## src/rtl/irq_pkg.sv

```systemverilog
// ============================================================================
// Module : irq_pkg
// Brief  : Shared types and constants for the vectored interrupt controller.
// Rev    : 1.0  initial release
// ============================================================================
`default_nettype none

package irq_pkg;

  typedef enum logic [0:0] {
    IDLE    = 1'b0,
    SERVICE = 1'b1
  } irq_state_t;

  localparam logic [9:0] c_vec_base_default   = 10'b1000000000;
  localparam int         c_vec_stride_default = 16;

  // A single source still needs a one-bit id bus.
  function automatic int irq_id_width(input int n);
    return (n > 1) ? $clog2(n) : 1;
  endfunction

endpackage

`default_nettype wire

```

## src/rtl/interrupt_controller_if.sv

```systemverilog
// ============================================================================
// Module : interrupt_controller_if
// Brief  : Request, mask-write and dispatch signals between CPU and controller.
// Rev    : 1.0  initial release
// ============================================================================
`default_nettype none

interface interrupt_controller_if
  import irq_pkg::*;
#(
  parameter int N_IRQ  = 4,
  parameter int ADDR_W = 10
);
  localparam int ID_W = irq_id_width(N_IRQ);

  logic [N_IRQ-1:0]  irq;
  logic              en_we;
  logic [N_IRQ-1:0]  en_wdata;
  logic              s_finished;
  logic              s_interruption;
  logic [ADDR_W-1:0] dir_out;
  logic [ID_W-1:0]   irq_id;
  logic              irq_take;
  logic [N_IRQ-1:0]  pending;

  modport master (
    output irq, en_we, en_wdata, s_finished,
    input  s_interruption, dir_out, irq_id, irq_take, pending
  );

  modport slave (
    input  irq, en_we, en_wdata, s_finished,
    output s_interruption, dir_out, irq_id, irq_take, pending
  );

endinterface

`default_nettype wire

```

## src/rtl/irq_prio_enc.sv

```systemverilog
// ============================================================================
// Module : irq_prio_enc
// Brief  : Combinational lowest-index-wins priority encoder.
// Rev    : 1.0  initial release
// ============================================================================
`default_nettype none

module irq_prio_enc
  import irq_pkg::*;
#(
  parameter int N_IRQ = 4,
  parameter int ID_W  = irq_id_width(N_IRQ)
) (
  input  logic [N_IRQ-1:0] req,
  output logic             found,
  output logic [ID_W-1:0]  idx
);

  // Scan from the top so the lowest set index is the last one written.
  always_comb begin
    found = 1'b0;
    idx   = '0;
    for (int i = N_IRQ - 1; i >= 0; i--) begin
      if (req[i]) begin
        found = 1'b1;
        idx   = ID_W'(i);
      end
    end
  end

endmodule

`default_nettype wire

```

## src/rtl/interrupt_controller.sv

```systemverilog
// ============================================================================
// Module : interrupt_controller
// Brief  : N-source non-nesting vectored interrupt controller with enable mask.
// Rev    : 1.0  initial release
// ============================================================================
`default_nettype none

module interrupt_controller
  import irq_pkg::*;
#(
  parameter int                N_IRQ      = 4,
  parameter int                ADDR_W     = 10,
  parameter logic [ADDR_W-1:0] VEC_BASE   = ADDR_W'(c_vec_base_default),
  parameter int                VEC_STRIDE = c_vec_stride_default,
  parameter bit                EDGE_MODE  = 1'b1
) (
  input  logic                  clk,
  input  logic                  reset,
  interrupt_controller_if.slave bus
);

  localparam int ID_W = irq_id_width(N_IRQ);

  irq_state_t        r_state;
  irq_state_t        w_state_next;
  logic [N_IRQ-1:0]  r_pending;
  logic [N_IRQ-1:0]  r_enable;
  logic [N_IRQ-1:0]  w_set;
  logic [N_IRQ-1:0]  w_clr;
  logic [N_IRQ-1:0]  w_cand;
  logic              w_found;
  logic              w_dispatch;
  logic [ID_W-1:0]   w_sel;
  logic [ADDR_W-1:0] w_vec;
  logic [ADDR_W-1:0] r_dir;
  logic [ID_W-1:0]   r_id;
  logic              r_take;

  generate
    if (EDGE_MODE) begin : g_edge
      logic [N_IRQ-1:0] r_irq_prev;

      always_ff @(posedge clk or negedge reset) begin
        if (!reset) begin
          r_irq_prev <= '0;
        end else begin
          r_irq_prev <= bus.irq;
        end
      end

      assign w_set = bus.irq & ~r_irq_prev;
    end else begin : g_level
      assign w_set = bus.irq;
    end
  endgenerate

  assign w_cand = r_pending & r_enable;

  irq_prio_enc #(
    .N_IRQ (N_IRQ),
    .ID_W  (ID_W)
  ) u_prio (
    .req   (w_cand),
    .found (w_found),
    .idx   (w_sel)
  );

  // Arithmetic is done at ADDR_W so overflow wraps exactly like truncation.
  assign w_vec = VEC_BASE + ADDR_W'(w_sel) * ADDR_W'(VEC_STRIDE);

  always_ff @(posedge clk or negedge reset) begin
    if (!reset) begin
      r_state <= IDLE;
    end else begin
      r_state <= w_state_next;
    end
  end

  // Returning to IDLE never dispatches on the same edge, guaranteeing one
  // low cycle of s_interruption between back-to-back handlers.
  always_comb begin
    w_state_next = r_state;
    w_dispatch   = 1'b0;
    case (r_state)
      IDLE: begin
        if (w_found) begin
          w_state_next = SERVICE;
          w_dispatch   = 1'b1;
        end
      end
      SERVICE: begin
        if (bus.s_finished) begin
          w_state_next = IDLE;
        end
      end
      default: w_state_next = IDLE;
    endcase
  end

  always_comb begin
    w_clr = '0;
    if (w_dispatch) begin
      w_clr[w_sel] = 1'b1;
    end
  end

  // A fresh request on the dispatch edge survives the clear (OR after mask).
  always_ff @(posedge clk or negedge reset) begin
    if (!reset) begin
      r_pending <= '0;
      r_enable  <= '1;
      r_dir     <= '0;
      r_id      <= '0;
      r_take    <= 1'b0;
    end else begin
      r_pending <= (r_pending & ~w_clr) | w_set;
      if (bus.en_we) begin
        r_enable <= bus.en_wdata;
      end
      if (w_dispatch) begin
        r_dir <= w_vec;
        r_id  <= w_sel;
      end
      r_take <= w_dispatch;
    end
  end

  assign bus.s_interruption = (r_state == SERVICE);
  assign bus.dir_out        = r_dir;
  assign bus.irq_id         = r_id;
  assign bus.irq_take       = r_take;
  assign bus.pending        = r_pending;

endmodule

`default_nettype wire

```

## src/flat_wrapper.sv

```systemverilog
// flat-port wrapper written by rule: the top's interface ports become plain ports
module interrupt_controller_flat import irq_pkg::*;
#(
  parameter int                N_IRQ      = 4,
  parameter int                ADDR_W     = 10,
  parameter logic [ADDR_W-1:0] VEC_BASE   = ADDR_W'(c_vec_base_default),
  parameter int                VEC_STRIDE = c_vec_stride_default,
  parameter bit                EDGE_MODE  = 1'b1
)
  (clk, reset, bus_irq, bus_en_we, bus_en_wdata, bus_s_finished, bus_s_interruption, bus_dir_out, bus_irq_id, bus_irq_take, bus_pending);
  interrupt_controller_if #(.N_IRQ(N_IRQ), .ADDR_W(ADDR_W)) bus_i ();
  input  logic clk;
  input  logic reset;
  input wire logic [$bits(bus_i.irq)-1:0] bus_irq;
  input wire logic [$bits(bus_i.en_we)-1:0] bus_en_we;
  input wire logic [$bits(bus_i.en_wdata)-1:0] bus_en_wdata;
  input wire logic [$bits(bus_i.s_finished)-1:0] bus_s_finished;
  output wire logic [$bits(bus_i.s_interruption)-1:0] bus_s_interruption;
  output wire logic [$bits(bus_i.dir_out)-1:0] bus_dir_out;
  output wire logic [$bits(bus_i.irq_id)-1:0] bus_irq_id;
  output wire logic [$bits(bus_i.irq_take)-1:0] bus_irq_take;
  output wire logic [$bits(bus_i.pending)-1:0] bus_pending;
  assign bus_i.irq = bus_irq;
  assign bus_i.en_we = bus_en_we;
  assign bus_i.en_wdata = bus_en_wdata;
  assign bus_i.s_finished = bus_s_finished;
  assign bus_s_interruption = bus_i.s_interruption;
  assign bus_dir_out = bus_i.dir_out;
  assign bus_irq_id = bus_i.irq_id;
  assign bus_irq_take = bus_i.irq_take;
  assign bus_pending = bus_i.pending;
  interrupt_controller #(.N_IRQ(N_IRQ), .ADDR_W(ADDR_W), .VEC_BASE(VEC_BASE), .VEC_STRIDE(VEC_STRIDE), .EDGE_MODE(EDGE_MODE)) u_core (.clk(clk), .reset(reset), .bus(bus_i));
endmodule
```

## config.mk

```make
export PLATFORM = sky130hd
export DESIGN_NAME = interrupt_controller_flat
export DESIGN_NICKNAME = d
export VERILOG_FILES = /design/src/rtl/irq_pkg.sv /design/src/rtl/interrupt_controller_if.sv /design/src/rtl/irq_prio_enc.sv /design/src/rtl/interrupt_controller.sv /design/src/flat_wrapper.sv
export SDC_FILE = /design/constraint.sdc
export NUM_CORES = 1
export LEC_CHECK = 0
export CAP_MARGIN = 20
export CORE_MARGIN = 2
export CORE_UTILIZATION = 41
export CTS_CLUSTER_DIAMETER = 40
export CTS_CLUSTER_SIZE = 40
export DETAILED_ROUTE_END_ITERATION = 8
export PLACE_DENSITY = 0.8
export SYNTH_ARGS = -nofsm -noshare
export SYNTH_HDL_FRONTEND = slang
export SYNTH_SLANG_ARGS = --single-unit
```

## constraint.sdc

```tcl
create_clock -name clk -period 1.35 [get_ports clk]
set_input_delay 0.405 -clock clk [delete_from_list [all_inputs] [get_ports clk]]
set_output_delay 0.405 -clock clk [all_outputs]
set_load 0.01 [all_outputs]
```

**Word level (Yosys, flattened, before mapping)**

Index checks and enable logic that the tools add are counted.

- Register bits after elaboration: 26

- Add/subtract/negate cells: 1
- Muxes and demuxes: 15
- Reductions and logical operators: 1
- Bitwise gates (word level): 7
- Magnitude comparators: 2

Operator list:

| kind | count |
|---|---|
| 4-bit AND | 3 |
| 10-bit by 6-bit adder with 10-bit output (first input constant) | 1 |
| 1-bit two-way mux | 8 |
| 2-bit two-way mux | 4 |
| 4-bit inverter | 2 |
| 4-bit two-way mux | 1 |
| 4-bit OR | 1 |
| 2-bit by 3-bit less-than comparator with 1-bit output (second input constant) | 1 |
| 1-bit demux with 2-bit select | 1 |
| 2-bit by 1-bit greater-or-equal comparator with 1-bit output (second input constant) | 1 |
| 1-bit one-hot mux with 2 select lines | 1 |
| 1-bit logical AND | 1 |
| 1-bit inverter | 1 |

**Logic depth before layout (Yosys ltp)**

- Word-level depth: 13
- Mapped depth: 4
- Gate-level depth less buffers: 3

**Hierarchy**

From an unflattened synthesis, not the netlist that was laid out.

- Cell total of the unflattened synthesis: 64
- Area, all modules: 765.7 µm²

By module, submodules not included:

| module | area each (µm²) | cells an instance | times used | sequential area each (µm²) |
|---|---|---|---|---|
| interrupt_controller | 730.7 | 57 | 1 | 430.4 |
| irq_prio_enc | 35.0 | 7 | 1 | 0.0 |

**Worst setup path before layout**

OpenSTA, ideal clock, no wires.

- Path type: register to register
- Start: register u_core.r_state, in the netlist u_core.bus.s_interruption
- End: register u_core.r_pending[3], in the netlist u_core.bus.pending[3]
- Setup time: 0.121 ns
- Data arrival time: 1.016 ns
- Data required time: 1.229 ns
- Period minus slack after synthesis: 1.137 ns
- Slack: 0.213 ns
- Stages on the path, launching flop included: 5
- Cells stage by stage: dfrtp_1 -> buf_2 -> a221oi_2 -> nand3_1 -> a22o_1

- Longest elaborated chain between the ends: 5

Ends and longest elaborated chain:

| what | line | RTL |
|---|---|---|
| start: declaration | interrupt_controller.sv:24 | `irq_state_t r_state;` |
| start signal: assignment | interrupt_controller.sv:75 | `r_state <= w_state_next;` |
| 1-bit two-way mux | interrupt_controller.sv:84 | `case (r_state)` |
| 4-bit two-way mux | interrupt_controller.sv:102 | `if (w_dispatch) begin` |
| 4-bit inverter | interrupt_controller.sv:116 | `r_pending <= (r_pending & ~w_clr) \| w_set;` |
| 4-bit AND | interrupt_controller.sv:116 |  |
| 4-bit OR | interrupt_controller.sv:116 |  |
| end signal: assignment | interrupt_controller.sv:116 |  |
| end: declaration | interrupt_controller.sv:26 | `logic [N_IRQ-1:0] r_pending;` |

No other way between the ends.
A chain may end at the register's enable or synchronous reset.

**Worst setup path in the final report**

- Start: register u_core.r_dir[5], in the netlist u_core.bus.dir_out[5]
- End: output bus_dir_out[5]

RTL lines:

| what | line | RTL |
|---|---|---|
| start: declaration | interrupt_controller.sv:35 | `logic [ADDR_W-1:0] r_dir;` |
| start signal: assignment | interrupt_controller.sv:121 | `r_dir <= w_vec;` |
| end: declaration | flat_wrapper.sv:19 | `output wire logic [$bits(bus_i.dir_out)-1:0] bus_dir_out;` |

No word-level cell between the ends.

==> results.cfg <==
[clock_tree]
cts_buffers = 3
cts.htree.levels = 1
cts.sinks = 17
ctsHoldBuffers = 0
path_clk_slew_ns = 0.09
cts.path.max_buffers = 2
cts_tree = built
clk_latency_ns = 0.28
cts_root_buf = clkbuf_4

[routing]
viasPerCell = 4.51
routed_wl_um = 1250
dr_total_vias = 528
antenna_left = 0
wl_per_cell_um = 10.7
drt-initial-drc-count = 0
dr.pass1.iters = 1
drcViolationCount = 0

[critical_path]
cp-end-kind = output port
crit_type = reg2out
cp.arrival_ns = 0.96
path_max_fanout = 3
path_cells = dlygate4sd2_1
start_kind = register
slowest_stage = dfrtp_1
cpPeakStageDelay_ns = 0.40
cp_top_family = flip-flops
cp.buffers_inverters = 1
required_ns = 0.95

[synth]
synthArstFlopShare = 1.00
synthesis.area_um2 = 733
yosysSeqAreaShare = 0.587
synth_edf_count = 0
yosysMostFrequentCell = dfrtp_1
synth_top_area_share = 0.444
yosysWarnings = 0
syn_area_per_cell_um2 = 11.8
synth_top_family_by_area = compound AO/OA/AOI/OAI gates
synth_flop_cell = dfrtp_1
synth_common_cells = 13 x dfrtp_1, 9 x buf_4, 7 x nand2_1
ys_ff_latch = 17
synth_area_leaders = dfrtp_1 44%, dfstp_2 14%, buf_4 9.2%, mux2_2 4.6%, nand2_1 3.6%
ys_types = 20
synth_area_leader_cell = dfrtp_1
synthAdderAreaFrac = 0
synthMuxAreaShare = 0.0461
synth_compound_area_frac = 0.171
syn_inst = 62
yosys.area_share.simple = 0.0666
synth_xor_area_frac = 0

[sta]
finalSetupViolations = 2
holdWs_ns = 0.429
report.final.slew_viol_count = 0
finalCritPeriodShare = 1.01
min_period_ns = 1.37
clock_skew_ns = 0.00303
hold_viol = 0
rsz0062_at_grt = true
fmax_mhz = 733
tns_ns = -0.0288
worst_slack_ns = -0.0151

[layout]
layout.cells.non_filler = 117
n_antenna_cell = 0
final_layout_size_suffix_gt1_frac = 0.283
syn_to_final_growth_pct = 35.5
post-route-util = 0.582
nFillCells = 152
design_area_um2 = 993
final_nets = 105

[floorplan]
die_h_um = 46.3
initial_core_util = 0.429
dieArea_um2 = 2140
ios = 30
fp.dieW_um = 46.3
core-area_um2 = 1710
placementRows = 15

[global_routing]
grt_pass1_wl_um = 2090
grt_max_degree = 18
grt_usage = 0.139
gr-total-overflow = 0
grt_pass1_vias = 511
antenna_found_initial = 0

[power]
vdd_drop_max_mv = 0.768
p_leak_nw = 0.452
design_power_total_mw = 1.43
p_per_area_nw_per_um2 = 1440

[run]
maxCapViolCount = 0

[placement]
post-place-ws_ns = -0.0535
place_area_um2 = 980
gp_congestion = 0.722
io_buffers = 22
dpl.cell_count = 111
hpwlAfterDp_um = 948

[status]
violations = setup timing
status = complete, but fails checks

[min_path]
hold_class = in2async
[metal layers]
layer | up-vias | routed length (um) | global-route usage
li1 | 257 | - | -
met1 | 251 | 545 | 0.167
met2 | 18 | 629 | 0.233
met3 | 2 | 64 | 0.0235
met4 | 0 | 9 | 0.0800
met5 | - | 0 | 0
[path summary, 6_finish.rpt]
| path | end | slack, ns | from | cells after the start |
|---|---|---|---|---|
| hold / removal | u_core.bus.s_interruption | 0.43 | reset | 2 |
| setup / recovery | bus_dir_out[5] | -0.02 | u_core.bus.dir_out[5] | 1 |
| hold reg to reg | u_core.bus.pending[0] | 0.45 | u_core.g_edge.r_irq_prev[0] | 1 |
| min in group clk | u_core.bus.pending[0] | 0.45 | u_core.g_edge.r_irq_prev[0] | 1 |
| setup reg to reg | u_core.bus.pending[3] | 0.09 | u_core.bus.pending[0] | 4 |
| max in group asynchronous | u_core.r_enable[0] | 0.67 | reset | 2 |
[placed cells by master (no fill, tap or decap)]
cell / count
clkbuf_2: 5
conb_1: 7
a221oi_2: 1
o22a_1: 2
inv_1: 5
dfstp_2: 4
dlygate4sd2_1: 2
a21oi_1: 2
a22oi_2: 2
buf_4: 8
clkbuf_4: 3
clkdlybuf4s50_1: 11
nand3b_1: 1
a22o_1: 3
clkbuf_1: 1
or2_1: 1
clkdlybuf4s15_1: 4
a32oi_1: 1
o21ai_0: 3
dfrtp_1: 13
mux2_2: 3
nand2_1: 7
nor2_1: 1
nand3_1: 1
o21a_1: 1
[layout make-up]
type	instances	area, um^2	share of cell area
well taps	25	31.3	0.0315
multi-input cells	36	234	0.236
inverters	5	18.8	0.0189
flip-flops and latches	17	430	0.433
repair buffers	30	253	0.254
clock buffers	4	26.3	0.0264
[logic make-up after synthesis]
kind of cell	count (synthesis)
flip-flops	17
AO/OA/AOI/OAI	15
buffers and inverters	15
AND/OR/NAND/NOR	11
multiplexers	3
other	1
[report_power, final]
part	leakage, nW	internal, mW	total, mW	switching (mW)
logic	0.252	0.277	0.507	0.230
registers	0.185	0.606	0.663	0.0571
clock network	0.0150	0.114	0.261	0.147
total	0.452	0.998	1.43	0.433
[flip-flops by register name, indices dropped and copies added, names as in the netlist]
name / cells
u_core.g_edge.r_irq_prev: 4
u_core.bus.irq_take: 1
u_core.bus.dir_out: 2
u_core.bus.pending: 4
u_core.r_enable: 4
u_core.bus.irq_id: 1
u_core.bus.s_interruption: 1
[repair_timing]
action                                  CTS  global route
gates resized for setup                  17             8
endpoints found under the setup margin   11             8
setup buffers                             1             1
hold endpoints to repair                  0             0
cloned                                    0             0
(Power assumes the default switching activity.)
==> patch 1: new RTL, same flow settings <==
`N_IRQ` is set to 4 in 4 places; all go to 5.
--- a/src/rtl/interrupt_controller_if.sv
+++ b/src/rtl/interrupt_controller_if.sv
@@ -8,7 +8,7 @@
 interface interrupt_controller_if
   import irq_pkg::*;
 #(
-  parameter int N_IRQ  = 4,
+  parameter int N_IRQ  = 5,
   parameter int ADDR_W = 10
 );
   localparam int ID_W = irq_id_width(N_IRQ);
--- a/src/rtl/irq_prio_enc.sv
+++ b/src/rtl/irq_prio_enc.sv
@@ -8,7 +8,7 @@
 module irq_prio_enc
   import irq_pkg::*;
 #(
-  parameter int N_IRQ = 4,
+  parameter int N_IRQ = 5,
   parameter int ID_W  = irq_id_width(N_IRQ)
 ) (
   input  logic [N_IRQ-1:0] req,
--- a/src/rtl/interrupt_controller.sv
+++ b/src/rtl/interrupt_controller.sv
@@ -8,7 +8,7 @@
 module interrupt_controller
   import irq_pkg::*;
 #(
-  parameter int                N_IRQ      = 4,
+  parameter int                N_IRQ      = 5,
   parameter int                ADDR_W     = 10,
   parameter logic [ADDR_W-1:0] VEC_BASE   = ADDR_W'(c_vec_base_default),
   parameter int                VEC_STRIDE = c_vec_stride_default,
--- a/src/flat_wrapper.sv
+++ b/src/flat_wrapper.sv
@@ -1,7 +1,7 @@
 // flat-port wrapper written by rule: the top's interface ports become plain ports
 module interrupt_controller_flat import irq_pkg::*;
 #(
-  parameter int                N_IRQ      = 4,
+  parameter int                N_IRQ      = 5,
   parameter int                ADDR_W     = 10,
   parameter logic [ADDR_W-1:0] VEC_BASE   = ADDR_W'(c_vec_base_default),
   parameter int                VEC_STRIDE = c_vec_stride_default,
Ports: changed (resized bus_en_wdata, bus_irq, bus_irq_id and bus_pending); port bits go from 30 to 34. The function was not compared with the original's and may differ.
==> patch 1 against the original RTL <==
The run still ends with negative setup slack left. Area after synthesis rose by 25%. Worst setup slack improved by 7.6 ps. Sequential cell count rose by 4. Routed wire length rose by 37%. Sequential share of layout area fell by 0.090 points. Design area rose by 24%. Die area rose by 23%. Total power rose by 16%.
==> patch 1: results (changes against the original RTL) <==
status=complete, but fails checks (unchanged); failing checks=negative setup slack (unchanged); Total Wirelength=1.710 mm (was 1.249 mm); setup ws final=-7.554 ps (was -15.14 ps); syn avg cell area=12.10 µm² (was 11.83 µm²); Layout Cells excl Fill=139 (was 117); VDD IR max=0.5599 mV (was 0.7676 mV); Hold Slack=414.3 ps (was 428.9 ps); # resized after CTS=43 (was 17); port bufs=27 (was 22); Placed Instance Area=0.001229 mm² (was 979.7 µm²); Clock Skews=14.77 ps (was 3.033 ps); vias post-DR=667 (was 528); post-synthesis cell type count=25 (was 20); Reg area=531.8 µm² (was 430.4 µm²); ranking of synthesized cells by area=dfrtp_1, dfstp_2, buf_4, a22oi_4, inv_1 (was dfrtp_1, dfstp_2, buf_4, mux2_2, nand2_1); DP HPWL=1.337 mm (was 948.2 µm); GP Congestion=0.8454 (was 0.7217); total track usage=14.85% (was 13.95%); CTS clk-pin slew, worst paths=120 ps (was 90 ps); # setup viols final=1 (was 2); DP Cell Count=132 (was 111); Setup TNS=-7.554 ps (was -28.82 ps); Worst R2R Setup Slack=50 ps (was 90 ps); first-pass iteration count of the detailed router=4 (was 1); largest net degree at the start of global routing=22 (was 18); total power=1664 µW (was 1431 µW); mux share of post-synthesis cell area=3.673% (was 4.608%)
-- patch 1: cell count changes in the layout (fill, tap and decap cells not counted), moves of 2 or more --
cell and delta:
a22oi_4 +2, inv_1 +4, buf_2 +7, o22a_1 -2
dfrtp_1 +3, clkdlybuf4s50_1 +2, buf_6 +2, dlygate4sd2_1 -2
clkdlybuf4s15_1 -4, a22oi_2 -2, o21ai_0 +3
-- patch 1: layer usage --
layer | global-route usage (%) | wire length, µm | vias to the layer above
li1 | - | - | 313
met4 | 7.895 | 43 | 0
met1 | 16.07 | 654 | 326
met3 | 2.924 | 97 | 5
met2 | 26.92 | 915 | 23
met5 | 0 | 0 | -
-- patch 1: final cells by class --
cell class | instances | area share, %
Clock inverter | 1 | 0.4069
Clock buffer | 3 | 1.831
Inverter | 9 | 2.747
Multi-Input combinational cell | 41 | 25.33
Tap cell | 28 | 2.848
Timing Repair Buffer | 36 | 23.60
Sequential cell | 21 | 43.23
==> patch 2: new RTL, same flow settings <==
Made on the original files. Make the reset (`reset`) synchronous in 3 clocked blocks.
--- a/src/rtl/interrupt_controller.sv
+++ b/src/rtl/interrupt_controller.sv
@@ -40,7 +40,7 @@
     if (EDGE_MODE) begin : g_edge
       logic [N_IRQ-1:0] r_irq_prev;
 
-      always_ff @(posedge clk or negedge reset) begin
+      always_ff @(posedge clk) begin
         if (!reset) begin
           r_irq_prev <= '0;
         end else begin
@@ -68,7 +68,7 @@
   // Arithmetic is done at ADDR_W so overflow wraps exactly like truncation.
   assign w_vec = VEC_BASE + ADDR_W'(w_sel) * ADDR_W'(VEC_STRIDE);
 
-  always_ff @(posedge clk or negedge reset) begin
+  always_ff @(posedge clk) begin
     if (!reset) begin
       r_state <= IDLE;
     end else begin
@@ -105,7 +105,7 @@
   end
 
   // A fresh request on the dispatch edge survives the clear (OR after mask).
-  always_ff @(posedge clk or negedge reset) begin
+  always_ff @(posedge clk) begin
     if (!reset) begin
       r_pending <= '0;
       r_enable  <= '1;
Formal check against the unedited RTL: differs if reset is asserted again (counterexample within 4 cycles, from zero or initial values and one cycle with reset low); with reset held inactive, the same outputs for 10 cycles.
==> patch 2 against the original RTL <==
Design area decreased by 3.0%. Worst setup slack improved by 56 ps. Clock skew is 1.7 ps lower. Final cell count up 0.85%. Sequential cell count stayed put. Largest cell class unchanged. Maximum frequency rose by 4.3%. Total power is 23% lower. Routed wire length is 3.6% higher. Non-clock buffer count fell by 1. Area after synthesis decreased by 1.5%.
==> patch 2: results (changes against the original RTL) <==
sequential-to-total area share from yosys stat=47.14% (was 58.70%); Placed Instance Area=957.2 µm² (was 979.7 µm²); synth cell count leaders=dfxtp_1, nand2_1, buf_4 (was dfrtp_1, buf_4, nand2_1); status=complete, no violations (was complete, but fails checks); Clock Skews=1.298 ps (was 3.033 ps); fillers=160 (was 152); Worst R2R Setup Slack=170 ps (was 90 ps); vias post-DR=572 (was 528); combinational share of power=24.2% (was 35.4%); grt met1 use=17.59% (was 16.71%); DP Worst Slack=-21.98 ps (was -53.52 ps); syn avg cell area=9.756 µm² (was 11.83 µm²); GR Util met2=22.78% (was 23.33%); Final min period=1309 ps (was 1365 ps); post-synthesis cell type count=25 (was 20); share of layout cells above drive strength 1=15.84% (was 28.26%); prevailing post-synth register cell=dfxtp_1 (was dfrtp_1); ranking of synthesized cells by area=dfxtp_1, buf_4, nand2_1, mux2i_1, a31oi_4 (was dfrtp_1, dfstp_2, buf_4, mux2_2, nand2_1); Routed wire per std cell=10.97 µm (was 10.68 µm); Post-CTS Setup Inserts=0 (was 1); DP Cell Count=114 (was 111); ys async rst share=0% (was 100.0%); internal power=801.2 µW (was 997.5 µW); total power=1097 µW (was 1431 µW); Hold Slack=409.8 ps (was 428.9 ps); Critical Path AT=900 ps (was 960 ps); first-pass iteration count of the detailed router=4 (was 1); via-per-instance ratio=4.847 (was 4.513); total track usage=14.47% (was 13.95%); GR met3 Demand/Resource=3.571% (was 2.353%); GP Congestion=0.7821 (was 0.7217); Pleak=0.0004601 µW (was 0.0004519 µW); CP max stage cell=dfxtp_1 (was dfrtp_1); VDD IR max=0.6200 mV (was 0.7676 mV)
## patch 2: metal layers
metal  vias to the layer above  share of wire [%]
met2                        19                 48
met3                         2                5.7
met1                       262                 45
met5                         -                  0
li1                        289                  -
met4                         0                1.2
## patch 2: worst paths after layout
kind,from,endpoint,cells past startpoint
setup / recovery,u_core.bus.dir_out[5]$_SDFFE_PN0P_,bus_irq_id[1],1
hold / removal,u_core.g_edge.r_irq_prev[2]$_SDFF_PN0_,u_core.bus.pending[2]$_SDFF_PN0_,1
setup reg to reg,u_core.bus.pending[0]$_SDFF_PN0_,u_core.bus.s_interruption$_SDFF_PN0_,5
hold reg to reg,u_core.g_edge.r_irq_prev[2]$_SDFF_PN0_,u_core.bus.pending[2]$_SDFF_PN0_,1
## patch 2: power groups by stage
| stage | combinational (µW) | sequential (µW) | clock [µW] |
|---|---|---|---|
| 2_1_floorplan | 145 | 606 | 0 |
| 3_3_place_gp | 286 | 581 | 0 |
| 3_5_place_dp | 292 | 583 | 0 |
| 4_1_cts | 269 | 570 | 274 |
| 5_1_grt | 293 | 574 | 298 |
| 6_report | 265 | 569 | 263 |
## patch 2: cell type report
class                           instances  area (µm²)  area share [%]
Tap cell                               17       21.27           2.208
Multi-Input combinational cell         46       301.5           31.30
Inverter                                5       21.27           2.208
Clock buffer                            4       26.28           2.727
Timing Repair Buffer                   29       252.7           26.23
Sequential cell                        17       340.3           35.32
## patch 2: cell families (layout without fill, tap and decap cells)
logic type | count (synthesis) | in the layout | share of synthesized area (%)
other | 1 | 7 | 0.5194
muxes | 3 | 3 | 4.160
DFF | 17 | 17 | 47.14
AOI/OAI and AO/OA | 16 | 16 | 20.45
and+or+nand+nor | 20 | 20 | 13.52
buffers and inverters | 17 | 38 | 14.21
